File: src/rtl/sr_pkg.sv
// Shared types and constants for the SR latch command encoder.
package sr_pkg;

  typedef enum logic [1:0] {
    IDLE  = 2'd0,
    PULSE = 2'd1,
    GAP   = 2'd2
  } sr_enc_state_t;

  localparam logic SR_LVL_SET = 1'b1;
  localparam logic SR_LVL_RST = 1'b0;

endpackage

File: src/rtl/sr_tick_counter.sv
// Loadable down-counter that times both the pulse and the idle gap.
module sr_tick_counter #(
  parameter int CNT_W = 8
) (
  input  logic             clk,
  input  logic             reset,
  input  logic             load,
  input  logic [CNT_W-1:0] load_val,
  input  logic             dec,
  output logic [CNT_W-1:0] count,
  output logic             zero
);

  logic [CNT_W-1:0] r_cnt;

  // Load wins over decrement; the count holds at zero instead of wrapping.
  always_ff @(posedge clk) begin
    if (reset) begin
      r_cnt <= '0;
    end else if (load) begin
      r_cnt <= load_val;
    end else if (dec && (r_cnt != '0)) begin
      r_cnt <= r_cnt - 1'b1;
    end
  end

  assign count = r_cnt;
  assign zero  = (r_cnt == '0);

endmodule

File: src/rtl/sr_cmd_encoder.sv
// Turns requested latch levels into shaped, non-overlapping s/r pulses.
// Optional readback checking is built when SR_ENC_CHECK_EN is defined.
module sr_cmd_encoder
  import sr_pkg::*;
#(
  parameter int PULSE_W = 1,
  parameter int GAP_W   = 1,
  parameter int CNT_W   = 8
) (
  input  logic clk,
  input  logic reset,
  input  logic req_valid,
  input  logic req_level,
  output logic req_ready,
  output logic s,
  output logic r,
  output logic q_model,
  output logic busy
`ifdef SR_ENC_CHECK_EN
  ,
  input  logic q_fb,
  output logic mismatch
`endif
);

  localparam logic [CNT_W-1:0] LD_PULSE = CNT_W'(PULSE_W - 1);
  localparam logic [CNT_W-1:0] LD_GAP   = CNT_W'((GAP_W > 0) ? (GAP_W - 1) : 0);
  localparam bit GAP_NONE = (GAP_W == 0);
  localparam bit ONE_SHOT = (PULSE_W == 1) && (GAP_W == 0);

  sr_enc_state_t    r_state;
  logic             r_s;
  logic             r_r;
  logic             r_q;
  logic             r_ready;

  logic             w_change;
  logic             w_load;
  logic [CNT_W-1:0] w_load_val;
  logic             w_dec;
  logic             w_zero;
  logic [CNT_W-1:0] w_cnt;

  // Only acceptances that actually flip the modelled level start a pulse.
  assign w_change = req_valid & r_ready & (req_level != r_q);

  always_comb begin
    w_load     = 1'b0;
    w_load_val = '0;
    w_dec      = 1'b0;
    case (r_state)
      IDLE: begin
        if (w_change) begin
          w_load     = 1'b1;
          w_load_val = LD_PULSE;
        end
      end
      PULSE: begin
        if (!w_zero) begin
          w_dec = 1'b1;
        end else if (!GAP_NONE) begin
          w_load     = 1'b1;
          w_load_val = LD_GAP;
        end else if (w_change) begin
          w_load     = 1'b1;
          w_load_val = LD_PULSE;
        end
      end
      GAP: begin
        w_dec = 1'b1;
      end
      default: begin
      end
    endcase
  end

  sr_tick_counter #(
    .CNT_W(CNT_W)
  ) u_tick (
    .clk     (clk),
    .reset   (reset),
    .load    (w_load),
    .load_val(w_load_val),
    .dec     (w_dec),
    .count   (w_cnt),
    .zero    (w_zero)
  );

  // With no gap, ready is raised in the last pulse cycle so a new level
  // change can start on the very edge that ends the current pulse.
  always_ff @(posedge clk) begin
    if (reset) begin
      r_state <= IDLE;
      r_s     <= 1'b0;
      r_r     <= 1'b0;
      r_q     <= SR_LVL_RST;
      r_ready <= 1'b0;
    end else begin
      case (r_state)
        IDLE: begin
          r_ready <= 1'b1;
          if (w_change) begin
            r_state <= PULSE;
            r_s     <= (req_level == SR_LVL_SET);
            r_r     <= (req_level == SR_LVL_RST);
            r_q     <= req_level;
            r_ready <= ONE_SHOT;
          end
        end
        PULSE: begin
          if (w_zero) begin
            r_s <= 1'b0;
            r_r <= 1'b0;
            if (!GAP_NONE) begin
              r_state <= GAP;
              r_ready <= 1'b0;
            end else if (w_change) begin
              r_state <= PULSE;
              r_s     <= (req_level == SR_LVL_SET);
              r_r     <= (req_level == SR_LVL_RST);
              r_q     <= req_level;
              r_ready <= ONE_SHOT;
            end else begin
              r_state <= IDLE;
              r_ready <= 1'b1;
            end
          end else begin
            r_ready <= GAP_NONE && (w_cnt == CNT_W'(1));
          end
        end
        GAP: begin
          if (w_zero) begin
            r_state <= IDLE;
            r_ready <= 1'b1;
          end
        end
        default: begin
          r_state <= IDLE;
          r_s     <= 1'b0;
          r_r     <= 1'b0;
          r_ready <= 1'b0;
        end
      endcase
    end
  end

  assign req_ready = r_ready;
  assign s         = r_s;
  assign r         = r_r;
  assign q_model   = r_q;
  assign busy      = (r_state != IDLE);

`ifdef SR_ENC_CHECK_EN
  logic r_prev_busy;
  logic r_mismatch;

  // The first idle cycle after any pulse/gap is skipped so the latch can settle.
  always_ff @(posedge clk) begin
    if (reset) begin
      r_prev_busy <= 1'b0;
      r_mismatch  <= 1'b0;
    end else begin
      r_prev_busy <= (r_state != IDLE);
      if ((r_state == IDLE) && !r_prev_busy && (q_fb != r_q)) begin
        r_mismatch <= 1'b1;
      end
    end
  end

  assign mismatch = r_mismatch;
`endif

endmodule

File: config.mk
export PLATFORM = sky130hd
export DESIGN_NAME = sr_cmd_encoder
export DESIGN_NICKNAME = d
export VERILOG_FILES = /design/src/rtl/sr_pkg.sv /design/src/rtl/sr_tick_counter.sv /design/src/rtl/sr_cmd_encoder.sv
export SDC_FILE = /design/constraint.sdc
export NUM_CORES = 1
export LEC_CHECK = 0
export BUFFER_PORTS_ARGS = -buffer_cell sky130_fd_sc_hd__clkbuf_2
export CORE_MARGIN = 1
export CORE_UTILIZATION = 40
export DETAILED_ROUTE_END_ITERATION = 10
export PLACE_DENSITY = 0.67
export SYNTH_ARGS = -nofsm -noshare
export SYNTH_HDL_FRONTEND = slang
export SYNTH_SLANG_ARGS = --single-unit
File: constraint.sdc
create_clock -name clk -period 2.2 [get_ports clk]
set_input_delay 0.11 -clock clk [delete_from_list [all_inputs] [get_ports clk]]
set_output_delay 0.11 -clock clk [all_outputs]
set_load 0.02 [all_outputs]
==> impl_metrics.yaml <==
routing:
  post_route_drc_violation_count: 0
  post_drt_wl_per_cell_microns: 11.0
  postRouteWirelength_microns: 1330
  detail_route.vias_per_cell: 5.36
  violation_count_after_the_first_detailed_route_iteration: 7
  postRouteAntennaNets: 0
  routed-via-count: 648
  first_pass_iters: 5
clock_network:
  insertion_delay_ns: 0.28
  cts_resized: 0
  cts.htree.levels: 1
  cts_buffer_depth: 2
  cts-buffers-inserted: 3
  clock-sinks: 14
  cts_tree: "done"
  clk_transition_reported_paths_ns: 0.08
  clock_tree.root_cell: "sky130_fd_sc_hd__clkbuf_4"
  cts-hold-fix-buffers: 0
  cts.repair_timing.setup_buffer_count: 0
floorplan:
  coreArea_sq_um: 1760
  boundaryPins: 9
  floorplan.initialDensity_pct: 43.6
  dieWidth_microns: 45.9
  number_of_placement_rows: 15
  die-area_sq_um: 2100
  fp.dieH_microns: 45.9
global_route:
  global_route.peak_usage_layer: "met2"
  initial_antenna_violation_count: 0
  grtUsageMet3_pct: 6.35
  grt_max_degree: 12
  grt_usage_pct: 14.8
  grt_remaining_overflow: 0
  gr-usage-met2_pct: 22.0
  grt_first_pass_wirelength_microns: 2210
  grtUsageMet1_pct: 18.3
  vias_in_the_first_global_route: 532
outcome:
  result_of_the_run: "completed"
timing:
  setup_total_negative_slack_ns: 0
  post-route-period-util_pct: 86.8
  timing_worst_slew_pin_value_ns: 0.469
  worst_slack_ns: 0.291
  final-hold-violation-count: 0
  rsz0062_at_grt: "false"
  final_clock_skew_ns: 0.000263
  final.hold.worst_slack_ns: 0.102
  final_period_minus_worst_setup_slack_ns: 1.91
  final-setup-viol-count: 0
  timing.fmax_mhz: 524
  worst_slew_margin_rel_pct: 67.9
  report.final.slew_viol_count: 0
worst_setup_path:
  kind_of_start_point_of_the_critical_path: "register"
  cp_slowest_stage_delay_ns: 0.46
  critPathArrivalTime_ns: 2.12
  timing.setup.critical_path_class: "register to register"
  crit_chain: "inv_1 -> ha_1 -> nor3b_2 -> a2111o_1 -> or4_1 -> a21oi_1"
  cpMaxStageDelayCell: "sky130_fd_sc_hd__a2111o_1"
  path_delay_family: "compound AO/OA/AOI/OAI gates"
  crit_buf_inv: 1
  worst-path-max-fanout: 8
  critPathRequiredTime_ns: 2.41
  cp-end-kind: "register"
pwr:
  power.density_cell_area_nw_per_um2: 849
  combinational_power_share_pct: 35.5
  clkPwrFrac_pct: 24.8
  power.internal_mw: 0.472
  power_switching_share_pct: 36.4
  vdd_drop_max_v: 0.000404
  design_power_total_mw: 0.742
  share_seq_of_total_power_pct: 39.7
  cellLeakagePower_nw: 0.329
  p_switching_mw: 0.270
synth:
  synth.cell_area_sq_um: 769
  synth-simple-area-share_pct: 20.5
  synth-compound-area-share_pct: 20.3
  yosys.area_share.xor_xnor_pct: 6.83
  synth_cell_types: 32
  synth_area_per_cell_sq_um: 9.05
  synth_edf_count: 0
  yosys_register_bits: 14
  postSynth.topFlopCell: "sky130_fd_sc_hd__dfxtp_1"
  synth_adder_area_share_pct: 9.76
  yosys_warnings: 0
  netlist_instances: 85
  syn-num-nets: 95
  combinational_family_with_the_most_area_after_synthesis: "simple AND/OR/NAND/NOR gates"
  synth.mux.area_fraction_pct: 1.30
  synth-async-reset-ratio_pct: 0
  ys_seq_area_share_pct: 36.4
cells_and_area:
  finish.net_count: 107
  synthToLayoutAreaGrowth_pct: 13.5
  final_cell_area_sq_um: 873
  commonest_cells_after_routing_fill_and_taps_aside: "sky130_fd_sc_hd__dfxtp_1 (14), sky130_fd_sc_hd__inv_1 (9), sky130_fd_sc_hd__nor2_1 (9)"
  final_layout_size_suffix_gt1_share_pct: 14.6
  final_common_cell: "sky130_fd_sc_hd__dfxtp_1"
  post_layout_instance_count_excluding_filler_cells: 121
  num_antenna_cells: 0
  final_core_utilization_pct: 49.5
placement:
  placed_area_sq_um: 837
  pre_cts_ws_ns: 0.315
  detailed_place_hpwl_microns: 1010
  gp_congestion: 0.799
  placedCellCount: 117
  portBuffers: 8
hold_path:
  worst_hold_path_type: "primary input to register"
job:
  max-cap-violations: 0
cell families after synthesis:
| group | after synthesis |
|---|---|
| compound gates | 22 |
| xor+xnor | 6 |
| fa+ha+maj | 6 |
| buf+inv | 10 |
| flops | 14 |
| mux | 1 |
| simple gates | 26 |
power by group through the flow:
stage | combinational, mW | sequential (mW) | clock (mW)
floorplan | 0.182 | 0.312 | 0
global placement | 0.258 | 0.300 | 0
detailed placement | 0.260 | 0.300 | 0
CTS | 0.263 | 0.295 | 0.192
global route | 0.302 | 0.299 | 0.203
finish | 0.263 | 0.295 | 0.184
state kept, by name, indices dropped and copies added, names as in the netlist:
register / count
s: 1
r_state: 2
req_ready: 1
r: 1
q_model: 1
u_tick.count: 8
cell usage after synthesis, types with 2 or more instances:
cell                       count  area [sq um]
sky130_fd_sc_hd__o211ai_1      2          15.0
sky130_fd_sc_hd__dfxtp_1      14           280
sky130_fd_sc_hd__xnor2_1       5          43.8
sky130_fd_sc_hd__or3_1         3          18.8
sky130_fd_sc_hd__ha_1          6          75.1
sky130_fd_sc_hd__nor2_1        9          33.8
sky130_fd_sc_hd__nand2b_1      2          12.5
sky130_fd_sc_hd__nand2_1       2          7.51
sky130_fd_sc_hd__or4_1         2          15.0
sky130_fd_sc_hd__inv_1         9          33.8
sky130_fd_sc_hd__or3b_1        2          17.5
sky130_fd_sc_hd__o32ai_1       2          17.5
sky130_fd_sc_hd__a211oi_1      4          30.0
sky130_fd_sc_hd__a21oi_1       5          25.0
cell type report:
type	instances	area, sq um
Fill cell	167	891
Multi-Input combinational cell	61	452
Sequential cell	14	280
Timing Repair Buffer	8	40.0
Clock buffer	4	36.3
Inverter	9	33.8
Tap cell	25	31.3
final timing paths:
path,to,slack (ns),cells after the start,from
max,u_tick.count[7]$_SDFFE_PP0P_,0.29,6,u_tick.count[0]$_SDFFE_PP0P_
min,r$_SDFFE_PP0P_,0.10,2,req_level
max reg2reg,u_tick.count[7]$_SDFFE_PP0P_,0.29,6,u_tick.count[0]$_SDFFE_PP0P_
min reg2reg,s$_SDFFE_PP0P_,0.49,2,s$_SDFFE_PP0P_
per-layer routing:
layer / vias up / part of all wire, % / routed length, microns
met5: - / 0 / 0
met4: 0 / 1.1 / 15
met3: 2 / 3.7 / 49
met2: 8 / 45 / 603
met1: 301 / 50 / 664
li1: 337 / - / -
(Power assumes the default switching activity.)
